File: src/rtl/srl_err_uart_pkg.sv
// Shared types and constants for the SRL error-report UART.
// Optional header frame is selected with SRL_ERR_UART_HEADER_EN (see srl_err_uart_tx).
package srl_err_uart_pkg;

  localparam int unsigned BYTE_W     = 8;
  localparam int unsigned FRAME_BITS = 10;
  localparam int unsigned BIT_IDX_W  = 4;

  localparam logic [BYTE_W-1:0] HDR_BYTE = 8'hA5;

  typedef enum logic [2:0] {
    ST_IDLE,
    ST_HDR,
    ST_START,
    ST_DATA,
    ST_STOP
  } state_t;

  // 8N1 frame, sent LSB first: start bit in [0], stop bit in [9].
  function automatic logic [FRAME_BITS-1:0] frame_of(input logic [BYTE_W-1:0] b);
    return {1'b1, b, 1'b0};
  endfunction

endpackage

File: src/rtl/srl_err_uart_shifter.sv
// Baud counter plus frame shifter: serialises one 8N1 frame per load, line held in a flop.
// Shared by header and status frames.
module srl_err_uart_shifter
  import srl_err_uart_pkg::*;
#(
  parameter int unsigned CLK_DIV = 16
) (
  input  logic                 clk,
  input  logic                 rst_n,
  input  logic                 i_load,
  input  logic [BYTE_W-1:0]    i_data,
  output logic                 o_tx,
  output logic                 o_bit_end_c,
  output logic                 o_done_c,
  output logic [BIT_IDX_W-1:0] o_bit_idx
);

  localparam int unsigned BAUD_W = (CLK_DIV > 1) ? $clog2(CLK_DIV) : 1;
  localparam logic [BAUD_W-1:0] BAUD_LAST = BAUD_W'(CLK_DIV - 1);
  localparam logic [BIT_IDX_W-1:0] IDX_LAST = BIT_IDX_W'(FRAME_BITS - 1);

  logic [BAUD_W-1:0]     r_baud;
  logic [FRAME_BITS-1:0] r_shift;
  logic [BIT_IDX_W-1:0]  r_bit_idx;
  logic                  r_active;
  logic                  r_tx;
  logic                  w_bit_end;
  logic                  w_last_bit;

  assign w_bit_end  = r_active && (r_baud == BAUD_LAST);
  assign w_last_bit = (r_bit_idx == IDX_LAST);

  // The line level is always the registered head of the frame; idle and reset drive 1.
  always_ff @(posedge clk or negedge rst_n) begin
    if (!rst_n) begin
      r_baud    <= '0;
      r_shift   <= '1;
      r_bit_idx <= '0;
      r_active  <= 1'b0;
      r_tx      <= 1'b1;
    end else if (i_load) begin
      r_shift   <= frame_of(i_data);
      r_tx      <= 1'b0;
      r_baud    <= '0;
      r_bit_idx <= '0;
      r_active  <= 1'b1;
    end else if (r_active) begin
      if (w_bit_end) begin
        r_baud <= '0;
        if (w_last_bit) begin
          r_active <= 1'b0;
          r_tx     <= 1'b1;
        end else begin
          r_shift   <= {1'b1, r_shift[FRAME_BITS-1:1]};
          r_tx      <= r_shift[1];
          r_bit_idx <= r_bit_idx + BIT_IDX_W'(1);
        end
      end else begin
        r_baud <= r_baud + BAUD_W'(1);
      end
    end
  end

  assign o_tx        = r_tx;
  assign o_bit_end_c = w_bit_end;
  assign o_done_c    = w_bit_end && w_last_bit;
  assign o_bit_idx   = r_bit_idx;

endmodule

File: src/rtl/srl_err_uart_tx.sv
// Sticky OR of SRL checker error flags, reported over UART on new bits and periodically.
// Define SRL_ERR_UART_HEADER_EN to precede each status byte with an 8'hA5 header frame.
module srl_err_uart_tx
  import srl_err_uart_pkg::*;
#(
  parameter int unsigned WIDTH         = 8,
  parameter int unsigned CLK_DIV       = 16,
  parameter int unsigned REPORT_PERIOD = 1024
) (
  input  logic             clk,
  input  logic             rst_n,
  input  logic [WIDTH-1:0] err_in,
  input  logic             clear,
  output logic [WIDTH-1:0] err_sticky,
  output logic             tx,
  output logic             busy
);

  localparam int unsigned PERIOD_W = (REPORT_PERIOD > 1) ? $clog2(REPORT_PERIOD) : 1;
  localparam logic [PERIOD_W-1:0] PERIOD_LAST = PERIOD_W'(REPORT_PERIOD - 1);

  logic                 r_rst_meta;
  logic                 r_rst_sync;
  logic                 w_rst_n;
  logic [WIDTH-1:0]     r_sticky;
  logic [WIDTH-1:0]     w_sticky_nxt;
  logic                 w_new_bit;
  logic [PERIOD_W-1:0]  r_period;
  logic                 w_period_hit;
  logic                 r_pending;
  logic                 r_busy;
  state_t               r_state;
  state_t               w_state_nxt;
  logic                 w_load;
  logic                 w_launch;
  logic [BYTE_W-1:0]    w_load_data;
  logic                 w_tx;
  logic                 w_bit_end;
  logic                 w_done;
  logic [BIT_IDX_W-1:0] w_bit_idx;

  // Reset asserts asynchronously, releases on a clock edge.
  always_ff @(posedge clk or negedge rst_n) begin
    if (!rst_n) begin
      r_rst_meta <= 1'b0;
      r_rst_sync <= 1'b0;
    end else begin
      r_rst_meta <= 1'b1;
      r_rst_sync <= r_rst_meta;
    end
  end

  assign w_rst_n = r_rst_sync;

  // New error bits win over a simultaneous clear.
  assign w_sticky_nxt = (clear ? '0 : r_sticky) | err_in;
  assign w_new_bit    = |(w_sticky_nxt & ~r_sticky);
  assign w_period_hit = (REPORT_PERIOD != 0) && (r_period == PERIOD_LAST);

  always_ff @(posedge clk or negedge w_rst_n) begin
    if (!w_rst_n) begin
      r_sticky <= '0;
      r_period <= '0;
    end else begin
      r_sticky <= w_sticky_nxt;
      if ((REPORT_PERIOD == 0) || w_period_hit) begin
        r_period <= '0;
      end else begin
        r_period <= r_period + PERIOD_W'(1);
      end
    end
  end

  // Triggers during a report coalesce into a single follow-up report.
  always_ff @(posedge clk or negedge w_rst_n) begin
    if (!w_rst_n) begin
      r_pending <= 1'b0;
    end else if (w_new_bit || w_period_hit) begin
      r_pending <= 1'b1;
    end else if (w_launch) begin
      r_pending <= 1'b0;
    end
  end

`ifdef SRL_ERR_UART_HEADER_EN
  logic [BYTE_W-1:0] r_snap;
  logic              r_hdr_phase;

  // Status byte is frozen when the header frame is launched.
  always_ff @(posedge clk or negedge w_rst_n) begin
    if (!w_rst_n) begin
      r_snap      <= '0;
      r_hdr_phase <= 1'b0;
    end else if (w_launch) begin
      r_snap      <= BYTE_W'(r_sticky);
      r_hdr_phase <= 1'b1;
    end else if (r_state == ST_HDR) begin
      r_hdr_phase <= 1'b0;
    end
  end
`endif

  always_ff @(posedge clk or negedge w_rst_n) begin
    if (!w_rst_n) begin
      r_state <= ST_IDLE;
      r_busy  <= 1'b0;
    end else begin
      r_state <= w_state_nxt;
      r_busy  <= (w_state_nxt != ST_IDLE);
    end
  end

  always_comb begin
    w_state_nxt = r_state;
    w_load      = 1'b0;
    w_launch    = 1'b0;
    w_load_data = BYTE_W'(r_sticky);
    case (r_state)
      ST_IDLE: begin
        if (r_pending) begin
          w_launch    = 1'b1;
          w_load      = 1'b1;
          w_state_nxt = ST_START;
`ifdef SRL_ERR_UART_HEADER_EN
          w_load_data = HDR_BYTE;
`endif
        end
      end
      ST_HDR: begin
`ifdef SRL_ERR_UART_HEADER_EN
        w_load      = 1'b1;
        w_load_data = r_snap;
        w_state_nxt = ST_START;
`else
        w_state_nxt = ST_IDLE;
`endif
      end
      ST_START: begin
        if (w_bit_end) begin
          w_state_nxt = ST_DATA;
        end
      end
      ST_DATA: begin
        if (w_bit_end && (w_bit_idx == BIT_IDX_W'(FRAME_BITS - 2))) begin
          w_state_nxt = ST_STOP;
        end
      end
      ST_STOP: begin
        if (w_done) begin
`ifdef SRL_ERR_UART_HEADER_EN
          w_state_nxt = r_hdr_phase ? ST_HDR : ST_IDLE;
`else
          w_state_nxt = ST_IDLE;
`endif
        end
      end
      default: w_state_nxt = ST_IDLE;
    endcase
  end

  srl_err_uart_shifter #(
    .CLK_DIV(CLK_DIV)
  ) u_shifter (
    .clk        (clk),
    .rst_n      (w_rst_n),
    .i_load     (w_load),
    .i_data     (w_load_data),
    .o_tx       (w_tx),
    .o_bit_end_c(w_bit_end),
    .o_done_c   (w_done),
    .o_bit_idx  (w_bit_idx)
  );

  assign err_sticky = r_sticky;
  assign tx         = w_tx;
  assign busy       = r_busy;

endmodule

File: config.mk
export PLATFORM = sky130hd
export DESIGN_NAME = srl_err_uart_tx
export DESIGN_NICKNAME = d
export VERILOG_FILES = /design/src/rtl/srl_err_uart_pkg.sv /design/src/rtl/srl_err_uart_shifter.sv /design/src/rtl/srl_err_uart_tx.sv
export SDC_FILE = /design/constraint.sdc
export NUM_CORES = 1
export LEC_CHECK = 0
export BUFFER_PORTS_ARGS = -buffer_cell sky130_fd_sc_hd__buf_2
export CAP_MARGIN = 20
export CORE_ASPECT_RATIO = 1.2
export CORE_MARGIN = 5
export CORE_UTILIZATION = 35
export CTS_BUF_LIST = sky130_fd_sc_hd__clkbuf_4
export CTS_CLUSTER_SIZE = 8
export DETAILED_ROUTE_END_ITERATION = 16
export MAX_ROUTING_LAYER = met4
export PLACE_DENSITY_LB_ADDON = 0.12
export SYNTH_ARGS = -nofsm -noshare
export SYNTH_HDL_FRONTEND = slang
export SYNTH_SLANG_ARGS = --single-unit
File: constraint.sdc
create_clock -name clk -period 3.7 [get_ports clk]
set_input_delay 0.37 -clock clk [delete_from_list [all_inputs] [get_ports clk]]
set_output_delay 0.37 -clock clk [all_outputs]
set_load 0.01 [all_outputs]
After elaboration in Yosys (flattened, before gate mapping)
Index checks and enable logic that the tools add are counted.
{"block": "word_totals", "elab_cells": 68, "regBits": 45, "romBits": 0, "memories": 0, "latchBits": 0, "ramBits": 0}
{"block": "classes", "n_lt_le_gt_ge": 0, "shift": 0, "add_sub_neg": 3, "eq_ne": 8, "n_div": 0, "n_reduce_logical": 12, "bitwise_logic": 3, "n_mul": 0, "n_mux": 30}
{"operator": "$mux W10", "count": 5}
{"operator": "$mux W4", "count": 7}
{"operator": "$eq A4 B4 Y1 const B", "count": 3}
{"operator": "$mux W1", "count": 12}
{"operator": "$mux W3", "count": 4}
{"operator": "$pmux W3 S4", "count": 1}
{"operator": "$add A10 B1 Y10 const B", "count": 1}
{"operator": "$eq A10 B10 Y1 const B", "count": 1}
{"operator": "$add A4 B1 Y4 const B", "count": 2}
{"operator": "$and A8 B8 Y8", "count": 1}
{"operator": "$mux W8", "count": 1}
{"operator": "$not A8 Y8", "count": 1}
{"operator": "$or A8 B8 Y8", "count": 1}
{"operator": "$reduce_or A8 Y1", "count": 1}
{"operator": "$eq A3 B2 Y1 const B", "count": 2}
{"operator": "$reduce_bool A2 Y1", "count": 3}
{"operator": "$eq A3 B3 Y1 const B", "count": 1}
{"operator": "$logic_and A1 B1 Y1", "count": 3}
{"operator": "$logic_not A3 Y1", "count": 1}
{"operator": "$reduce_and A3 Y1", "count": 1}
{"operator": "$reduce_bool A3 Y1", "count": 1}
{"operator": "$ne A2 B1 Y1 const B", "count": 1}
{"operator": "$reduce_and A2 Y1", "count": 1}
{"operator": "$logic_or A1 B1 Y1", "count": 1}

Logic depth before layout (Yosys ltp)
Gate-level depths: netlist of the first run.
{"block": "depth", "depth_word": 6, "mapped_depth": 6}

Cells and area by module
From an unflattened synthesis of the first run, not the netlist that was laid out.
{"block": "unflattened", "cells_unflattened": 185, "area_unflattened_um2": 2018.2}
{"mod": "srl_err_uart_tx", "area_each_um2": 1059.8, "cells_per_inst": 91, "n_inst": 1, "seq_area_each_um2": 625.6}
{"mod": "srl_err_uart_shifter", "area_each_um2": 958.4, "cells_per_inst": 94, "n_inst": 1, "seq_area_each_um2": 461.7}

Worst setup path after synthesis of the first run
OpenSTA, ideal clock, no wires.
{"block": "synth_timing", "path_kind": "register to register", "start": "register r_state[2]", "end": "register r_pending", "path_slack_ps": 2131, "setup_time_ps": 129, "period_less_slack_ps": 1569, "path_stages_with_launch": 4, "path_buffers": 1, "required_ps": 3571, "arrival_time_ps": 1440, "path_cell_list": "dfrtp_1 > or4b_1 > buf_2 > a2111o_1"}
{"block": "synth_between", "elab_chain_len": 3}
{"element": "from (decl)", "line_no": "srl_err_uart_tx.sv:32", "text": "state_t r_state;"}
{"element": "from (signal assigned)", "line_no": "srl_err_uart_tx.sv:108", "text": "r_state <= w_state_nxt;"}
{"element": "$logic_not A3 Y1", "line_no": "srl_err_uart_tx.sv:118", "text": "case (r_state)"}
{"element": "$mux W1", "line_no": "srl_err_uart_tx.sv:118"}
{"element": "$reduce_bool A2 Y1 (no line)"}
{"element": "to (signal assigned)", "line_no": "srl_err_uart_tx.sv:77", "text": "r_pending <= 1'b0;"}
{"element": "to (signal assigned)", "line_no": "srl_err_uart_tx.sv:79", "text": "r_pending <= 1'b1;"}
{"element": "to (signal assigned)", "line_no": "srl_err_uart_tx.sv:81", "text": "r_pending <= 1'b0;"}
{"element": "to (decl)", "line_no": "srl_err_uart_tx.sv:30", "text": "logic r_pending;"}
Every way passes these cells.
A chain may end at the register's enable or synchronous reset.

Final worst setup path of the first run
{"block": "layout_timing", "start": "register u_shifter.r_baud[0]", "end": "register u_shifter.r_bit_idx[2] (netlist: u_shifter.o_bit_idx[2])"}
{"block": "layout_between", "elab_chain_len": 4}
{"element": "from (decl)", "line_no": "srl_err_uart_shifter.sv:22", "text": "logic [BAUD_W-1:0] r_baud;"}
{"element": "from (signal assigned)", "line_no": "srl_err_uart_shifter.sv:59", "text": "r_baud <= r_baud + BAUD_W'(1);"}
{"element": "$eq A4 B4 Y1", "line_no": "srl_err_uart_shifter.sv:30", "text": "assign w_bit_end = r_active && (r_baud == BAUD_LAST);"}
{"element": "$logic_and A1 B1 Y1", "line_no": "srl_err_uart_shifter.sv:30"}
{"element": "$reduce_bool A2 Y1 (no line)"}
{"element": "$reduce_and A3 Y1 (no line)"}
{"element": "to (signal assigned)", "line_no": "srl_err_uart_shifter.sv:56", "text": "r_bit_idx <= r_bit_idx + BIT_IDX_W'(1);"}
{"element": "to (decl)", "line_no": "srl_err_uart_shifter.sv:24", "text": "logic [BIT_IDX_W-1:0] r_bit_idx;"}
Every way passes these cells.

==> flow_summary.yaml, run 1 <==
status:
  outcome: "completed"
power:
  ir_drop_mv: 0.2265
  power_density_nw_per_um2: 519.6
  power_leakage_nw: 0.9564
routing:
  drt-pass1-iter-count: 4
  drc: 0
  vias: 1476
  ant_nets: 0
  drt_wl_total_mm: 4.076
  routedWlPerCell_um: 14.77
  drtIter0Drc: 58
  via_per_inst: 5.348
global_routing:
  grt_max_degree: 20
  globalRouteMet1Util: 0.1557
  track_usage: 0.1293
  use_met3: 0.03143
  grt_pass1_wl_mm: 7.169
  antenna_found_initial: 0
  use_met2: 0.2014
  grt_busiest_layer: "met2"
  grt_overflow: 0
  grt_pass1_vias: 1532
place:
  port_buffers: 20
  gp_congestion: 0.7917
  post-dp-hpwl_mm: 2.986
  dp_slack_ns: 1.630
synth:
  synth_edf_count: 0
  syn_nets: 205
  yosys_warnings: 0
  ys_top_cells_by_area: "dfrtp_1 (43%), dfstp_2 (12%), nand3_1 (4.3%), ha_1 (3.2%), o21ai_0 (3.1%)"
  synth_ff_type: "dfrtp_1"
  netlist_area_sq_um: 1967
  yosysTopAreaCell: "dfrtp_1"
  synth-seq-cells: 43
  synth_cell_type_count: 35
  synth_cells: 189
  synth_top_area_share: 0.4326
  yosysSeqAreaShare: 0.5528
  postSynthAreaPerCell_sq_um: 10.41
  async_flop_share: 1.000
final_layout:
  multi_input_comb_area_sq_um: 818.3
  final_net_count: 227
  layout_common_cells: "dfrtp_1 (34), buf_2 (20), nand3_1 (17), o21ai_0 (12), nand2_1 (12)"
  layout_commonest_cell: "dfrtp_1"
  nFillCells: 547
  area_growth_pct: 13.74
  diodes: 0
  layout-drive-gt1-share: 0.1887
  seq_area_sq_um: 1087
cts:
  cts_buffers: 5
  cts_sinks: 43
  cts_root_buf: "clkbuf_4"
  clockBufferDepth: 2
  path_clk_slew_ns: 0.12
  cts-resized-gates: 0
  clk_latency_ns: 0.35
  htreeDepth: 2
  cts_setup_buffers: 0
  cts_tree: "yes"
worst_setup_path:
  critPathLaunchType: "flop"
  arrival_ns: 2.40
  cp_num_buf_inv: 0
  reg2reg_slack_ns: 1.59
  crit_slowest_cell: "or4_1"
  path_cells: "ha_1 -> nand4_1 -> or4_1 -> a21oi_1"
  cp_slowest_stage_delay_ns: 0.68
  required_ns: 3.98
  crit_family: "simple AND/OR/NAND/NOR gates"
  crit_path_max_fanout: 17
  reg2reg_depth: 4
  r2r_end: "u_shifter.o_bit_idx[2]"
  cp-end-kind: "flop"
  path_class: "reg -> reg"
  r2r-start: "u_shifter.r_baud[0]"
timing:
  slew_headroom: 0.5267
  setup_viol: 0
  timing.final.ws_setup_ns: 1.587
  drv_slew: 0
  max_freq_mhz: 473.4
  skew_ns: 0.007319
  fin_tns_setup_ns: 0
  timing.final.crit_share: 0.5709
  worstMarginPinSlew_ns: 0.7046
  finalHoldViolCount: 0
  rsz0062_at_grt: "false"
  period_needed_ns: 2.113
die:
  initial_core_util: 0.3541
  die_h_um: 92.12
  num_rows: 30
  die_area_sq_um: 7225
  ios: 21
  fp.coreArea_sq_um: 5555
  die_w_um: 78.43
min_path:
  min_to: "err_sticky[0]"
  hold_path_class: "in -> reg"
  hold-path-cell-count: 2
  holdCritStartpoint: "err_in[0]"
job:
  maxCapViolCount: 0
routing by layer:
metal / part of all wire / up-vias / routed length (um)
li1: - / 726 / -
met1: 0.44 / 711 / 1807
met2: 0.49 / 26 / 2002
met3: 0.035 / 13 / 144
met4: 0.030 / 0 / 122
met5: 0 / - / 0
state kept, by name, summed over array words and instances, names as in the netlist:
signal               flops
r_period                10
err_sticky               8
u_shifter.r_shift        8
u_shifter.o_bit_idx      4
u_shifter.r_baud         4
r_state                  3
busy                     1
r_pending                1
r_rst_meta               1
r_rst_sync               1
u_shifter.o_tx           1
u_shifter.r_active       1
per-stage QoR:
step           total power [mW]  utilization  instances  instance area (sq um)  hold WS, ns
2_1_floorplan            0.8079            -        189                   1967      0.07441
3_3_place_gp             0.8707       0.3822        266                   2123       0.1558
3_5_place_dp             0.8886       0.3872        267                   2151       0.1565
4_1_cts                   1.186       0.4027        276                   2237       0.1763
5_1_grt                   1.247       0.4027        276                   2237       0.1764
6_report                  1.162       0.4027        276                   2237       0.2012
how the worst max path moves through the flow:
stage	startpoint	to	cells past startpoint
finish	u_shifter.r_baud[0]	u_shifter.o_bit_idx[2]	4
global route	u_shifter.r_baud[0]	u_shifter.o_bit_idx[2]	4
CTS	u_shifter.r_baud[0]	u_shifter.o_bit_idx[2]	4
detailed placement	u_shifter.r_baud[0]	u_shifter.o_bit_idx[2]	4
global placement	u_shifter.r_baud[0]	u_shifter.o_bit_idx[2]	4
floorplan	r_state[2]	r_pending	3
synth_stat cells, types with 2 or more instances:
master and count:
a21o_1 8, a21oi_1 10, a31oi_1 2, and4_1 2, buf_2 4, clkbuf_1 5, dfrtp_1 34, dfstp_2 9
ha_1 5, inv_1 6, nand2_1 12, nand2b_1 8, nand3_1 17, nand3b_1 2, nand4_1 9, nor2_1 11
nor2b_1 2, nor3_1 3, o2111ai_1 2, o211ai_1 6, o21ai_0 12, or3_1 3, xnor2_1 3, xor2_1 3
timing repair:
| action | CTS | global route |
|---|---|---|
| endpoints found under the setup margin | 0 | 0 |
| hold endpoints to repair | 2 | 0 |
| hold buffers | 1 | 0 |
cell families (layout without fill, tap and decap cells):
family	count (synthesis)	count (layout)	share of synthesized area
xor+xnor	6	6	0.02672
flops	43	43	0.5528
compound gates	45	45	0.1482
simple gates	73	73	0.2023
mux	1	1	0.005089
fa+ha+maj	5	5	0.03181
other cells	1	1	0.001907
buf+inv	15	38	0.03117
power breakdown:
group | leakage (nW) | total (mW) | internal, mW | switching [mW]
Combinational | 0.420 | 0.206 | 0.0984 | 0.108
Sequential | 0.494 | 0.669 | 0.588 | 0.0809
Clock | 0.0426 | 0.287 | 0.139 | 0.148
Total | 0.956 | 1.16 | 0.826 | 0.337
final cells by class:
type                    instances  area share
flip-flops and latches         43      0.4860
multi-input cells             131      0.3658
repair buffers                 24     0.06823
well taps                      64     0.03579
clock buffers                   5     0.01678
clock inverters                 3     0.01734
inverters                       6     0.01007
(Power assumes the default switching activity.)
==> run 2: changes to the inputs <==
clock period = 2.1 ns   (was 3.7 ns; I/O delays follow)
==> run 2 against run 1 <==
  * Sequential power is 76% higher
  * Cell count is 0.72% higher
  * Flip-flop and latch count stayed put
  * Final area is 1.3% lower
  * Routed wire length is 0.76% lower
  * Clock-buffer cell count is 1 higher
  * Setup slack worse by 1.2 ns
  * Register-to-register slack worse by 1.2 ns
  * Utilization is 0.52 points lower
==> flow_summary.yaml, run 2 (synthesis gave the netlist of run 1 again) <==
routing:
  drt-pass1-iter-count: 4
  drtIter0Drc: 77
  vias: 1466
  drc: 0
  via_per_inst: 5.273
  routedWlPerCell_um: 14.55
  ant_nets: 0
  drt_wl_total_mm: 4.045
cts:
  clockBufferDepth: 2
  cts_buffers: 5
  htreeDepth: 2
  path_clk_slew_ns: 0.12
  cts_tree: "yes"
  cts_setup_buffers: 0
  cts_root_buf: "clkbuf_4"
  cts_sinks: 43
  clk_latency_ns: 0.35
worst_setup_path:
  crit_path_end: "u_shifter.o_bit_idx[2]"
  r2r_end: "u_shifter.o_bit_idx[2]"
  arrival_ns: 2.00
  critPathLaunchType: "flop"
  path_class: "reg -> reg"
  reg2reg_depth: 4
  cp-end-kind: "flop"
  crit_path_max_fanout: 9
  required_ns: 2.39
  crit_start: "u_shifter.r_baud[0]"
  r2r-start: "u_shifter.r_baud[0]"
  reg2reg_slack_ns: 0.39
final_layout:
  finalNonFillerCells: 278
  diodes: 0
  final_area_sq_um: 2208
  layout_common_cells: "dfrtp_1 (34), buf_2 (20), nand3_1 (17), o21ai_0 (12), nand2_1 (12)"
  area_growth_pct: 12.28
  seq_area_sq_um: 1087
  layout-drive-gt1-share: 0.1916
  final_net_count: 229
  layout_commonest_cell: "dfrtp_1"
  top_register: "r_period"
  multi_input_comb_area_sq_um: 818.3
  nFillCells: 543
  largest_register_ffs: 10
power:
  switchingPower_uw: 577.9
  pwr-share-seq: 0.614
  p_sw_frac: 0.3010
  power_density_nw_per_um2: 869.5
  comb_power_share: 0.183
  internal_power_mw: 1.342
  power_leakage_nw: 0.9456
  ir_drop_mv: 0.3642
  clkPwrFrac: 0.203
timing:
  setup_viol: 0
  worstMarginPinSlew_ns: 0.5130
  max_freq_mhz: 585.9
  timing.final.ws_setup_ns: 0.3932
  fin_tns_setup_ns: 0
  slew_headroom: 0.6580
  drv_slew: 0
  skew_ns: 0.007962
  finalHoldViolCount: 0
  period_needed_ns: 1.707
  rsz0062_at_grt: "false"
  timing.final.crit_share: 0.8128
place:
  dp_slack_ns: 0.4174
  port_buffers: 20
  gp_congestion: 0.7941
  post-dp-hpwl_mm: 2.880
  dpl.cell_count: 269
  dpl_cell_area_sq_um: 2146
die:
  die_area_sq_um: 7225
  ios: 21
  num_rows: 30
  die_h_um: 92.12
  fp.coreArea_sq_um: 5555
  initial_core_util: 0.3541
  die_w_um: 78.43
min_path:
  hold_path_class: "in -> reg"
  holdCritStartpoint: "err_in[5]"
global_routing:
  grt_max_degree: 42
  grt_pass1_wl_mm: 7.093
  grt_pass1_vias: 1505
  grt_overflow: 0
  track_usage: 0.1297
  antenna_found_initial: 0
status:
  outcome: "completed"
job:
  maxCapViolCount: 0
==> run 2: cell types whose count changed in the layout (fill, tap and decap cells not counted) <==
cell / change
clkinv_1: +1
bufinv_16: -1
buf_16: -1
clkbuf_4: +1
buf_4: +3
clkinv_2: -1
==> run 2: per-stage QoR <==
stage / util / total power [mW] / hold WS, ns
floorplan: - / 1.423 / -0.08559
global placement: 0.3863 / 1.527 / -0.005679
detailed placement: 0.3863 / 1.553 / -0.001409
CTS: 0.3975 / 1.961 / 0.01703
global route: 0.3975 / 2.054 / 0.02660
finish: 0.3975 / 1.920 / 0.03628
==> run 2: repair_timing <==
action | 4_1_cts | 5_1_grt
gates resized for setup | 0 | 0
hold buffers | 1 | 0
endpoints found under the hold margin | 2 | 0
==> run 2: metal layers <==
layer,routed length [um],GRT usage,vias up
met5,0,-,-
met4,39,0.05685,0
met3,118,0.02947,4
met2,2142,0.2143,17
met1,1745,0.1505,720
li1,-,-,725
==> run 2: worst min-delay path by stage <==
stage,slack [ns],end,cells after the start
3_3_place_gp,-0.006,r_rst_meta,1
5_1_grt,0.03,err_sticky[7],2
2_1_floorplan,-0.09,r_rst_meta,0
6_report,0.04,err_sticky[5],2
4_1_cts,0.02,err_sticky[5],2
3_5_place_dp,-0.001,r_rst_sync,1
==> run 2: power groups by stage <==
stage	sequential [mW]	combinational [mW]	clock [mW]
global route	1.20	0.407	0.443
finish	1.18	0.351	0.390
detailed placement	1.19	0.360	0
floorplan	1.17	0.250	0
CTS	1.18	0.362	0.419
global placement	1.18	0.348	0
==> run 2: critical path, stage by stage (launching register included) <==
cell	delay, ns
dfrtp_1	0.42
ha_1	0.23
nand4_1	0.29
or4_1	0.56
a21oi_1	0.14
==> run 2: cell type report <==
type | instances | share of cell area
clock buffers | 6 | 0.02040
clock inverters | 2 | 0.003399
repair buffers | 26 | 0.06686
well taps | 64 | 0.03626
flip-flops and latches | 43 | 0.4923
multi-input cells | 131 | 0.3705
inverters | 6 | 0.01020
